### config.mk
export PLATFORM = sky130hd
export DESIGN_NAME = gf_red_seq
export DESIGN_NICKNAME = d
export VERILOG_FILES = /design/src/rtl/gf_red_pkg.sv /design/src/rtl/gf_red_digit_step.sv /design/src/rtl/gf_red_seq.sv
export SDC_FILE = /design/constraint.sdc
export NUM_CORES = 1
export LEC_CHECK = 0
export BUFFER_PORTS_ARGS = -buffer_cell sky130_fd_sc_hd__buf_2
export CORE_MARGIN = 5
export CORE_UTILIZATION = 50
export CTS_CLUSTER_SIZE = 16
export DETAILED_ROUTE_END_ITERATION = 10
export HOLD_SLACK_MARGIN = 0.15
export PLACE_DENSITY_LB_ADDON = 0.08
export SYNTH_ARGS = -nofsm -noshare
export SYNTH_HDL_FRONTEND = slang
export SYNTH_SLANG_ARGS = --single-unit
### constraint.sdc
create_clock -name clk -period 7.7 [get_ports clk]
set_input_delay 0.77 -clock clk [delete_from_list [all_inputs] [get_ports clk]]
set_output_delay 0.77 -clock clk [all_outputs]
set_load 0.005 [all_outputs]
### src/rtl/gf_red_pkg.sv
`default_nettype none
// ============================================================================
//  Module      : gf_red_pkg
//  Description : Shared definitions for the sequential GF(2) reducer.
//                FSM state encoding, pointer-width constant for the default
//                configuration, and the iteration-count helper.
//  Revision    : 1.0 - initial release
// ============================================================================
package gf_red_pkg;

   localparam int DEF_DATA_WIDTH = 8;
   // Pointer into the 2*DATA_WIDTH working register (default configuration).
   localparam int PTR_W = $clog2(2 * DEF_DATA_WIDTH);

   typedef logic [1:0] state_t;
   localparam logic [1:0] S_IDLE = 2'd0;
   localparam logic [1:0] S_RUN  = 2'd1;
   localparam logic [1:0] S_DONE = 2'd2;

   // Number of RUN cycles needed to clear positions 2*width-1 .. k,
   // DIGIT positions per cycle: ceil((2*width - k) / digit).
   function automatic int red_iters(input int width, input int k, input int digit);
      return (2 * width - k + digit - 1) / digit;
   endfunction

endpackage
`default_nettype wire

### src/rtl/gf_red_digit_step.sv
`default_nettype none
// ============================================================================
//  Module      : gf_red_digit_step
//  Description : Combinational reduction step. Walks DIGIT positions
//                downward from pointer p; for each position q >= k holding
//                a 1, XORs the modulus shifted up by (q - k) into R.
//  Ports       : i_r   working register in
//                i_p   highest position handled this step
//                i_mod modulus coefficients (bits above k ignored)
//                i_k   modulus degree
//                o_r   working register after the step
//  Revision    : 1.0 - initial release
// ============================================================================
module gf_red_digit_step #(
   parameter int DATA_WIDTH = 8,
   parameter int DIGIT      = 1,
   parameter int PW         = 4,
   parameter int KW         = 4
) (
   input  logic [2*DATA_WIDTH-1:0] i_r,
   input  logic [PW-1:0]           i_p,
   input  logic [DATA_WIDTH:0]     i_mod,
   input  logic [KW-1:0]           i_k,
   output logic [2*DATA_WIDTH-1:0] o_r
);

   localparam int RW = 2 * DATA_WIDTH;

   logic [RW-1:0] w_mod_ext;
   logic [RW-1:0] w_r;
   int            w_q;

   always_comb begin
      // Coefficients above the degree are don't-care on the input side.
      w_mod_ext = '0;
      for (int i = 0; i <= DATA_WIDTH; i++) begin
         if (i <= int'(i_k)) begin
            w_mod_ext[i] = i_mod[i];
         end
      end

      // Sequential dependence: each j sees the result of the previous XORs.
      w_r = i_r;
      w_q = 0;
      for (int j = 0; j < DIGIT; j++) begin
         w_q = int'(i_p) - j;
         if (w_q >= int'(i_k) && w_r[PW'(w_q)]) begin
            w_r = w_r ^ (w_mod_ext << (w_q - int'(i_k)));
         end
      end
   end

   assign o_r = w_r;

endmodule
`default_nettype wire

### src/rtl/gf_red_seq.sv
`default_nettype none
// ============================================================================
//  Module      : gf_red_seq
//  Description : Sequential GF(2) polynomial reducer with valid/ready on both
//                sides. Reduces a 2*DATA_WIDTH-bit value modulo a run-time
//                modulus of degree k, DIGIT positions per RUN cycle.
//  Ports       : clk, rst           clock, synchronous active-high reset
//                in_valid/in_ready  operand handshake
//                polyn_grade        modulus degree k
//                polyn_red_in       modulus coefficients
//                reduc_in           value to reduce
//                out_valid/out_ready result handshake
//                out, err           remainder, illegal-modulus flag
//                busy               reduction in progress
//  Revision    : 1.0 - initial release
// ============================================================================
module gf_red_seq
   import gf_red_pkg::*;
#(
   parameter int DATA_WIDTH = 8,
   parameter int DIGIT      = 1
) (
   input  logic                          clk,
   input  logic                          rst,
   input  logic                          in_valid,
   output logic                          in_ready,
   input  logic [$clog2(DATA_WIDTH):0]   polyn_grade,
   input  logic [DATA_WIDTH:0]           polyn_red_in,
   input  logic [2*DATA_WIDTH-1:0]       reduc_in,
   output logic                          out_valid,
   input  logic                          out_ready,
   output logic [DATA_WIDTH-1:0]         out,
   output logic                          err,
   output logic                          busy
);

   localparam int RW = 2 * DATA_WIDTH;
   localparam int PW = $clog2(2 * DATA_WIDTH);
   localparam int KW = $clog2(DATA_WIDTH) + 1;
   localparam int CW = $clog2(2 * DATA_WIDTH + 1);

   state_t              r_state;
   logic [RW-1:0]       r_r;
   logic [PW-1:0]       r_p;
   logic [CW-1:0]       r_cnt;
   logic [CW-1:0]       r_n;
   logic [KW-1:0]       r_k;
   logic [DATA_WIDTH:0] r_mod;
   logic [DATA_WIDTH-1:0] r_out;
   logic                r_err;
   logic                r_valid;

   logic                w_legal;
   logic [CW-1:0]       w_n;
   logic [RW-1:0]       w_r_next;
   logic [PW-1:0]       w_p_next;

   always_comb begin
      w_legal = 1'b0;
      if (int'(polyn_grade) >= 2 && int'(polyn_grade) <= DATA_WIDTH) begin
         w_legal = polyn_red_in[polyn_grade];
      end
   end

   assign w_n = CW'(red_iters(DATA_WIDTH, int'(polyn_grade), DIGIT));

   // Pointer saturates at 0; once below k the step is a no-op anyway.
   assign w_p_next = (int'(r_p) >= DIGIT) ? PW'(int'(r_p) - DIGIT) : '0;

   gf_red_digit_step #(
      .DATA_WIDTH (DATA_WIDTH),
      .DIGIT      (DIGIT),
      .PW         (PW),
      .KW         (KW)
   ) u_step (
      .i_r   (r_r),
      .i_p   (r_p),
      .i_mod (r_mod),
      .i_k   (r_k),
      .o_r   (w_r_next)
   );

   always_ff @(posedge clk) begin
      if (rst) begin
         r_state <= S_IDLE;
         r_valid <= 1'b0;
         r_out   <= '0;
         r_err   <= 1'b0;
      end else begin
         case (r_state)
            S_IDLE: begin
               if (in_valid) begin
                  r_k   <= polyn_grade;
                  r_mod <= polyn_red_in;
                  r_p   <= PW'(RW - 1);
                  r_cnt <= '0;
                  r_n   <= w_n;
                  if (w_legal) begin
                     r_r     <= reduc_in;
                     r_state <= S_RUN;
                  end else begin
                     // Illegal modulus: report immediately, R untouched.
                     r_out   <= '0;
                     r_err   <= 1'b1;
                     r_valid <= 1'b1;
                     r_state <= S_DONE;
                  end
               end
            end
            S_RUN: begin
               r_r   <= w_r_next;
               r_p   <= w_p_next;
               r_cnt <= r_cnt + CW'(1);
               if (r_cnt == r_n - CW'(1)) begin
                  r_out   <= w_r_next[DATA_WIDTH-1:0];
                  r_err   <= 1'b0;
                  r_valid <= 1'b1;
                  r_state <= S_DONE;
               end
            end
            S_DONE: begin
               if (out_ready) begin
                  r_valid <= 1'b0;
                  r_state <= S_IDLE;
               end
            end
            default: begin
               r_valid <= 1'b0;
               r_state <= S_IDLE;
            end
         endcase
      end
   end

   assign in_ready  = (r_state == S_IDLE) && !rst;
   assign busy      = (r_state == S_RUN);
   assign out_valid = r_valid;
   assign out       = r_out;
   assign err       = r_err;

endmodule
`default_nettype wire

=== Word-level counts from Yosys, hierarchy flattened ===
Cells that the tools add are included.

* Mux-type cells: 39
* Bitwise operators: 2
* Add/subtract/negate cells: 7
* Reductions and logical operators: 13
* Shifts and indexed selects: 1
* $lt $le $gt $ge: 14
* Equality and inequality tests: 9

{| class="wikitable"
|+ Operators with widths
! operator !! count
|-
| two-way mux 16 bit || 3
|-
| case mux 16 bit (2 select lines) || 1
|-
| left shift 9 x 32 -> 16 bit || 1
|-
| two-way mux 8 bit || 3
|-
| two-way mux 1 bit || 17
|-
| less-or-equal comparator 3 x 4 -> 1 bit (first input constant) || 4
|-
| case mux 8 bit (2 select lines) || 1
|-
| XOR 16 bit || 1
|-
| AND reduction 4 bit || 3
|-
| case mux 5 bit (2 select lines) || 1
|-
| AND reduction 3 bit || 3
|-
| binary-select mux 1 bit (select 4 bit) || 2
|-
| less-or-equal comparator 2 x 4 -> 1 bit (first input constant) || 2
|-
| two-way mux 2 bit || 4
|-
| two-way mux 4 bit || 2
|-
| != test 2 bit (second input constant) || 4
|-
| case mux 4 bit (2 select lines) || 1
|-
| less-than comparator 4 x 6 -> 1 bit (second input constant) || 1
|-
| case mux 2 bit (3 select lines) || 1
|-
| adder 5 x 1 -> 5 bit (second input constant) || 1
|-
| adder 5 x 2 -> 5 bit (second input constant) || 1
|-
| == test 5 bit || 1
|-
| less-than comparator 4 x 5 -> 1 bit (second input constant) || 1
|-
| two-way mux 5 bit || 1
|-
| other kinds (22) || 25
|}

* Bits in registers: 55
* Logic and storage cells: 96

=== Logic depth before layout (Yosys ltp) ===
* Depth after elaboration: 7
* Depth in mapped cells: 12
* Gate-level depth less buffers: 10

=== By module ===
Synthesis repeated with hierarchy kept, for this count alone.

* Cells, all modules: 390
* Area total of the unflattened synthesis: 3789.9 um^2

{| class="wikitable"
|+ By module, submodules not included
! module !! area an instance (um^2) !! times used !! sequential area each (um^2) !! cells each
|-
| gf_red_seq || 2588.7 || 1 || 1501.4 || 236
|-
| gf_red_digit_step || 1201.2 || 1 || 0.0 || 154
|}

=== Worst setup path before layout ===
OpenSTA, ideal clock, no wires.

* Kind: reg-to-reg
* Start point: register r_p[0]
* End point: register r_r[13], data pin
* Setup slack: 4744 ps
* Data required time: 7439 ps
* Buffers on the path: 1
* Data arrival time: 2695 ps
* Stages on the path, launching flop included: 12
* Library setup time: 261 ps
* Cell sequence: edfxtp_1 > buf_6 > inv_1 > ha_1 > inv_1 > fa_1 > xnor2_1 > a211oi_1 > a211oi_1 > a211oi_1 > o311a_1 > a221o_1

* Word-level cells in the longest chain between the ends: 5

{| class="wikitable"
|+ RTL lines
! what !! RTL line !! text
|-
| start, declared || gf_red_seq.sv:44 || <nowiki>logic [PW-1:0] r_p;</nowiki>
|-
| start signal, assigned || gf_red_seq.sv:95 || <nowiki>r_p <= PW'(RW - 1);</nowiki>
|-
| start signal, assigned || gf_red_seq.sv:112 || <nowiki>r_p <= w_p_next;</nowiki>
|-
| subtractor 4 x 4 -> 5 bit || gf_red_digit_step.sv:48 || <nowiki>w_r = w_r ^ (w_mod_ext << (w_q - int'(i_k)));</nowiki>
|-
| left shift 9 x 32 -> 16 bit || gf_red_digit_step.sv:48 ||
|-
| XOR 16 bit || gf_red_digit_step.sv:48 ||
|-
| two-way mux 16 bit || gf_red_digit_step.sv:47 || <nowiki>if (w_q >= int'(i_k) && w_r[PW'(w_q)]) begin</nowiki>
|-
| case mux 16 bit (2 select lines) || gf_red_seq.sv:90 || <nowiki>case (r_state)</nowiki>
|-
| end signal, assigned || gf_red_seq.sv:99 || <nowiki>r_r <= reduc_in;</nowiki>
|-
| end signal, assigned || gf_red_seq.sv:111 || <nowiki>r_r <= w_r_next;</nowiki>
|-
| end, declared || gf_red_seq.sv:43 || <nowiki>logic [RW-1:0] r_r;</nowiki>
|}

Every way passes these cells. The select of a mux whose other input is x is not followed.
A chain may end at the register's enable or synchronous reset.

=== Worst setup path after layout ===
Ends and elaborated chain as after synthesis.

==> impl.org <==
** Logic synthesis
- The Yosys step of the flow raised 0 warnings.
- Proportion of synthesized chip area in sequential cells :: 0.417
- Of the total synthesized cell area, the portion taken by XOR and XNOR cells is 0.0510.
- After synthesis, the netlist uses 66 different library cells.
- Of the post-synthesis cell area, the dominant cell type holds 0.350.
- Library cell occupying the most area in the post-synthesis netlist :: sky130_fd_sc_hd__edfxtp_1
- Syn Area/Cell :: 9.93 um2
- After synthesis, the share of cell area in mux cells is 0.0608.
- The number of nets handed over by synthesis was 407.
- In this run the cell area of the synthesized design comes to 0.00360 mm2.
- The compound-gate portion of the synthesized area was 0.219.
- By area, the combinational part of the netlist is dominated by compound AO/OA/AOI/OAI gates.
- Number of instances in the synthesized netlist :: 363
- Of all flip-flops after synthesis, the portion carrying an async set or reset was 0.
- Flip-flop and latch count after synthesis :: 54
- For this run, the leading register cell type out of synthesis is sky130_fd_sc_hd__edfxtp_1.
- Of the total synthesized cell area, the portion taken by AND, OR, NAND and NOR gates is 0.162.
- Top area cells in the synthesized netlist :: sky130_fd_sc_hd__edfxtp_1 (35%), sky130_fd_sc_hd__dfxtp_1 (6.7%), sky130_fd_sc_hd__mux4_2 (3.7%), sky130_fd_sc_hd__ha_1 (3.5%), sky130_fd_sc_hd__xnor2_1 (3.2%)
- Fraction of the mapped netlist area in adder cells :: 0.0403
- Count of flip-flops with a built-in enable after synthesis :: 42

** Global routing
- The initial antenna violation count is 0.
- After global routing the overflow that remains totals 0.
- The first global-routing pass estimated 14.0 mm of wire.
- The number of global-route vias before repair was 2845.
- Maximum number of pins on one net before global-route repair :: 31
- Across every metal layer, demand over resource in global routing totals 0.198.

** Job
- Max-cap violations :: 0

** Layout
- The layout has 687 filler cells.
- Nets :: 438
- Most frequent standard cell in the layout excluding fill and tap cells :: sky130_fd_sc_hd__buf_2
- Commonest non-fill, non-tap cells in the layout :: sky130_fd_sc_hd__buf_2 (44), sky130_fd_sc_hd__edfxtp_1 (42), sky130_fd_sc_hd__nor2_1 (24)
- Synth-to-Final Area Change :: 9.90%
- Share of layout cells above drive strength 1 :: 0.177
- Total area of multi-input combinational cells :: 0.00192 mm2
- Post-route design area :: 0.00396 mm2
- Antenna diode instance count :: 0
- Seq. cell area :: 0.00150 mm2

** STA
- Time the final worst path needs with I/O delays and setup :: 3680 ps
- Based on the critical path, the design can be clocked at up to 272 MHz.
- Measured against its own limit, the worst slew margin works out to 0.243.
- At the pin with the least slew margin, the transition time is 1130 ps.
- Setup repair after global routing left no endpoint under its margin.
- Worst Skew :: 14.8 ps
- Final period utilization :: 0.477
- Setup violations remaining at the end of the flow were counted as 0.
- In the final timing run, aggregate negative setup slack is 0 ps.
- Final number of max-transition violations :: 0
- Hold violation count in the final report :: 0

** Setup path
- The worst setup path is launched from a flip-flop.
- Largest delay contributor family on the critical path :: adder cells
- Endpoint required time on the critical path :: 7780 ps
- The cell that appears most often on the critical path is sky130_fd_sc_hd__inv_1.
- Arrival time of data at the critical path endpoint :: 3750 ps
- Critical path start-end classification :: reg2reg
- STA classifies the critical path endpoint as a flip-flop.
- The number of buffers and inverters on the critical path is 3.
- In this run the worst path has a maximum fanout of 24.
- The signal on the critical path passes through inv_1 > ha_1 > inv_1 > fa_1 > clkinv_1 > o31ai_1 > a21oi_1 > o311a_1 > a221o_1.
- The largest individual stage delay along the critical path comes from the cell sky130_fd_sc_hd__fa_1.
- On the worst path, the slowest cell contributes a delay of 970 ps.

** Clocking
- # Post-CTS Setup Buffers :: 0
- The tree is rooted in a sky130_fd_sc_hd__clkbuf_8.
- Post-cts repair resize count :: 0
- TritonCTS built the clock tree.
- Register clock-pin slew on the reported worst setup and hold paths :: 110 ps
- Clock latency on the worst-skew pair, taken at its later pin, is 310 ps.
- TritonCTS sink count :: 54
- Cts-stage hold buffer count :: 0
- CTS built an H-tree with a depth of 2.
- The clock passes through at most 2 buffers.
- Number of buffers created by CTS :: 5

** Die
- The floorplan has 31 rows.
- The initial utilization of the core area, before any placement, comes to 0.505.
- Chip height :: 94.9 um
- The die is 94.9 um wide.
- I/O pin count :: 45
- Total Die Area :: 0.00901 mm2
- After floorplanning, the core was sized to cover 0.00714 mm2.

** Power and ir drop
- Clock network fraction of design power :: 0.268
- Part of the power in registers :: 0.516
- IR analysis of the VDD net gives a maximum drop of 0.101 mV.
- Switching portion of total power :: 0.295
- In this run the power spent charging and discharging nets is 0.199 mW.
- Total power per unit cell area :: 170 mW/mm2
- Of the total power, combinational logic draws 0.215.
- For this design the static power due to leakage is 1.48 nW.
- Cell internal power was estimated by the tool at 0.474 mW.
- The design draws 0.673 mW.

** Route
- Final Routed Wirelength :: 8.59 mm
- Once detail routing completed, the nets flagged for antenna violations numbered 0.
- DRT iter0 DRCs :: 250
- Mean routed wirelength per cell :: 17.4 um
- Number of design rule violations left after detail routing :: 0
- Number of vias per cell :: 6.06
- Via total after detailed routing :: 2994
- First-pass DRT Iterations :: 5

** Place
- Area after DPL :: 0.00385 mm2
- DP Wirelength :: 6.56 mm
- Buffers on Ports :: 44
- At the end of routability-driven placement, the weighted congestion stood at 0.966.

** Status
- Run status :: finished, final reports clean

** Min path
- The worst hold path belongs to the class reg2reg.
## state kept, by name (all words and copies together) (netlist names)
| name | count |
|---|---|
| r_mod | 9 |
| out_valid | 1 |
| r_cnt | 5 |
| r_n | 5 |
| r_r | 16 |
| r_k | 3 |
| out | 8 |
| r_p | 4 |
| err | 1 |
| r_state | 2 |
## kinds of logic (layout without fill, tap and decap cells)
group	Yosys count	count (layout)
fa+ha+maj	11	11
simple gates	113	113
buf+inv	41	73
xor+xnor	21	21
mux	14	14
compound gates	109	109
flops	54	54
## path summary, 6_finish.rpt
check                           cells past startpoint  slack [ps]  startpoint   endpoint
worst min-delay path                                2         460   out_valid  out_valid
worst max register to register                      9        4020      r_p[0]    r_r[13]
worst min register to register                      2         460   out_valid  out_valid
worst max-delay path                                9        4020      r_p[0]    r_r[13]
## layout make-up
cell class,count,share of cell area
Clock buffer,6,0.0237
Clock inverter,2,0.00348
Inverter,19,0.0180
Multi-Input combinational cell,268,0.485
Sequential cell,54,0.379
Tap cell,99,0.0313
Timing Repair Buffer,46,0.0594
## layer usage
layer  part of all wire  GRT usage  up-vias
met5                  0          0        -
met4              0.015     0.0553        0
met3              0.048     0.0279       10
met2               0.46      0.315       87
met1               0.48      0.281     1440
li1                   -          -     1457
## synth_stat cells (all sizes together), types with 4 or more instances
master,number
a211o,4
a211oi,4
a21oi,15
a221oi,4
buf,8
clkbuf,14
dfxtp,12
edfxtp,42
ha,10
inv,18
mux2i,5
mux4,6
nand2,20
nand2b,8
nand3,12
nand4,6
nor2,24
nor3,16
nor3b,4
nor4,4
o211ai,7
o21ai,25
o22ai,5
o2bb2ai,7
o31ai,5
xnor2,13
xor2,8
## power by group through the flow
| stage | Clock (mW) | Sequential (mW) | Combinational (mW) |
|---|---|---|---|
| final | 0.181 | 0.347 | 0.145 |
| after global routing | 0.197 | 0.350 | 0.160 |
| after CTS | 0.186 | 0.347 | 0.144 |
| after detailed placement | 0 | 0.354 | 0.143 |
| after global placement | 0 | 0.354 | 0.142 |
| after floorplan | 0 | 0.346 | 0.109 |
## worst register-to-register path, delay by kind of cell (launching register included)
| kind | cells | cell delay (ps) |
|---|---|---|
| buf+inv | 3 | 630 |
| compound gates | 4 | 1120 |
| fa+ha+maj | 2 | 1150 |
| flops | 1 | 550 |
## per-stage QoR
step / utilization / worst slack [ps] / hold slack [ps] / cells
after floorplan: - / 4740 / 453 / 363
after global routing: 0.555 / 3740 / 484 / 494
after global placement: 0.540 / 4130 / 444 / 486
after CTS: 0.555 / 4070 / 472 / 494
after detailed placement: 0.540 / 4070 / 446 / 486
final: 0.555 / 4020 / 464 / 494
No activity file was read; power rests on OpenSTA's default activity.
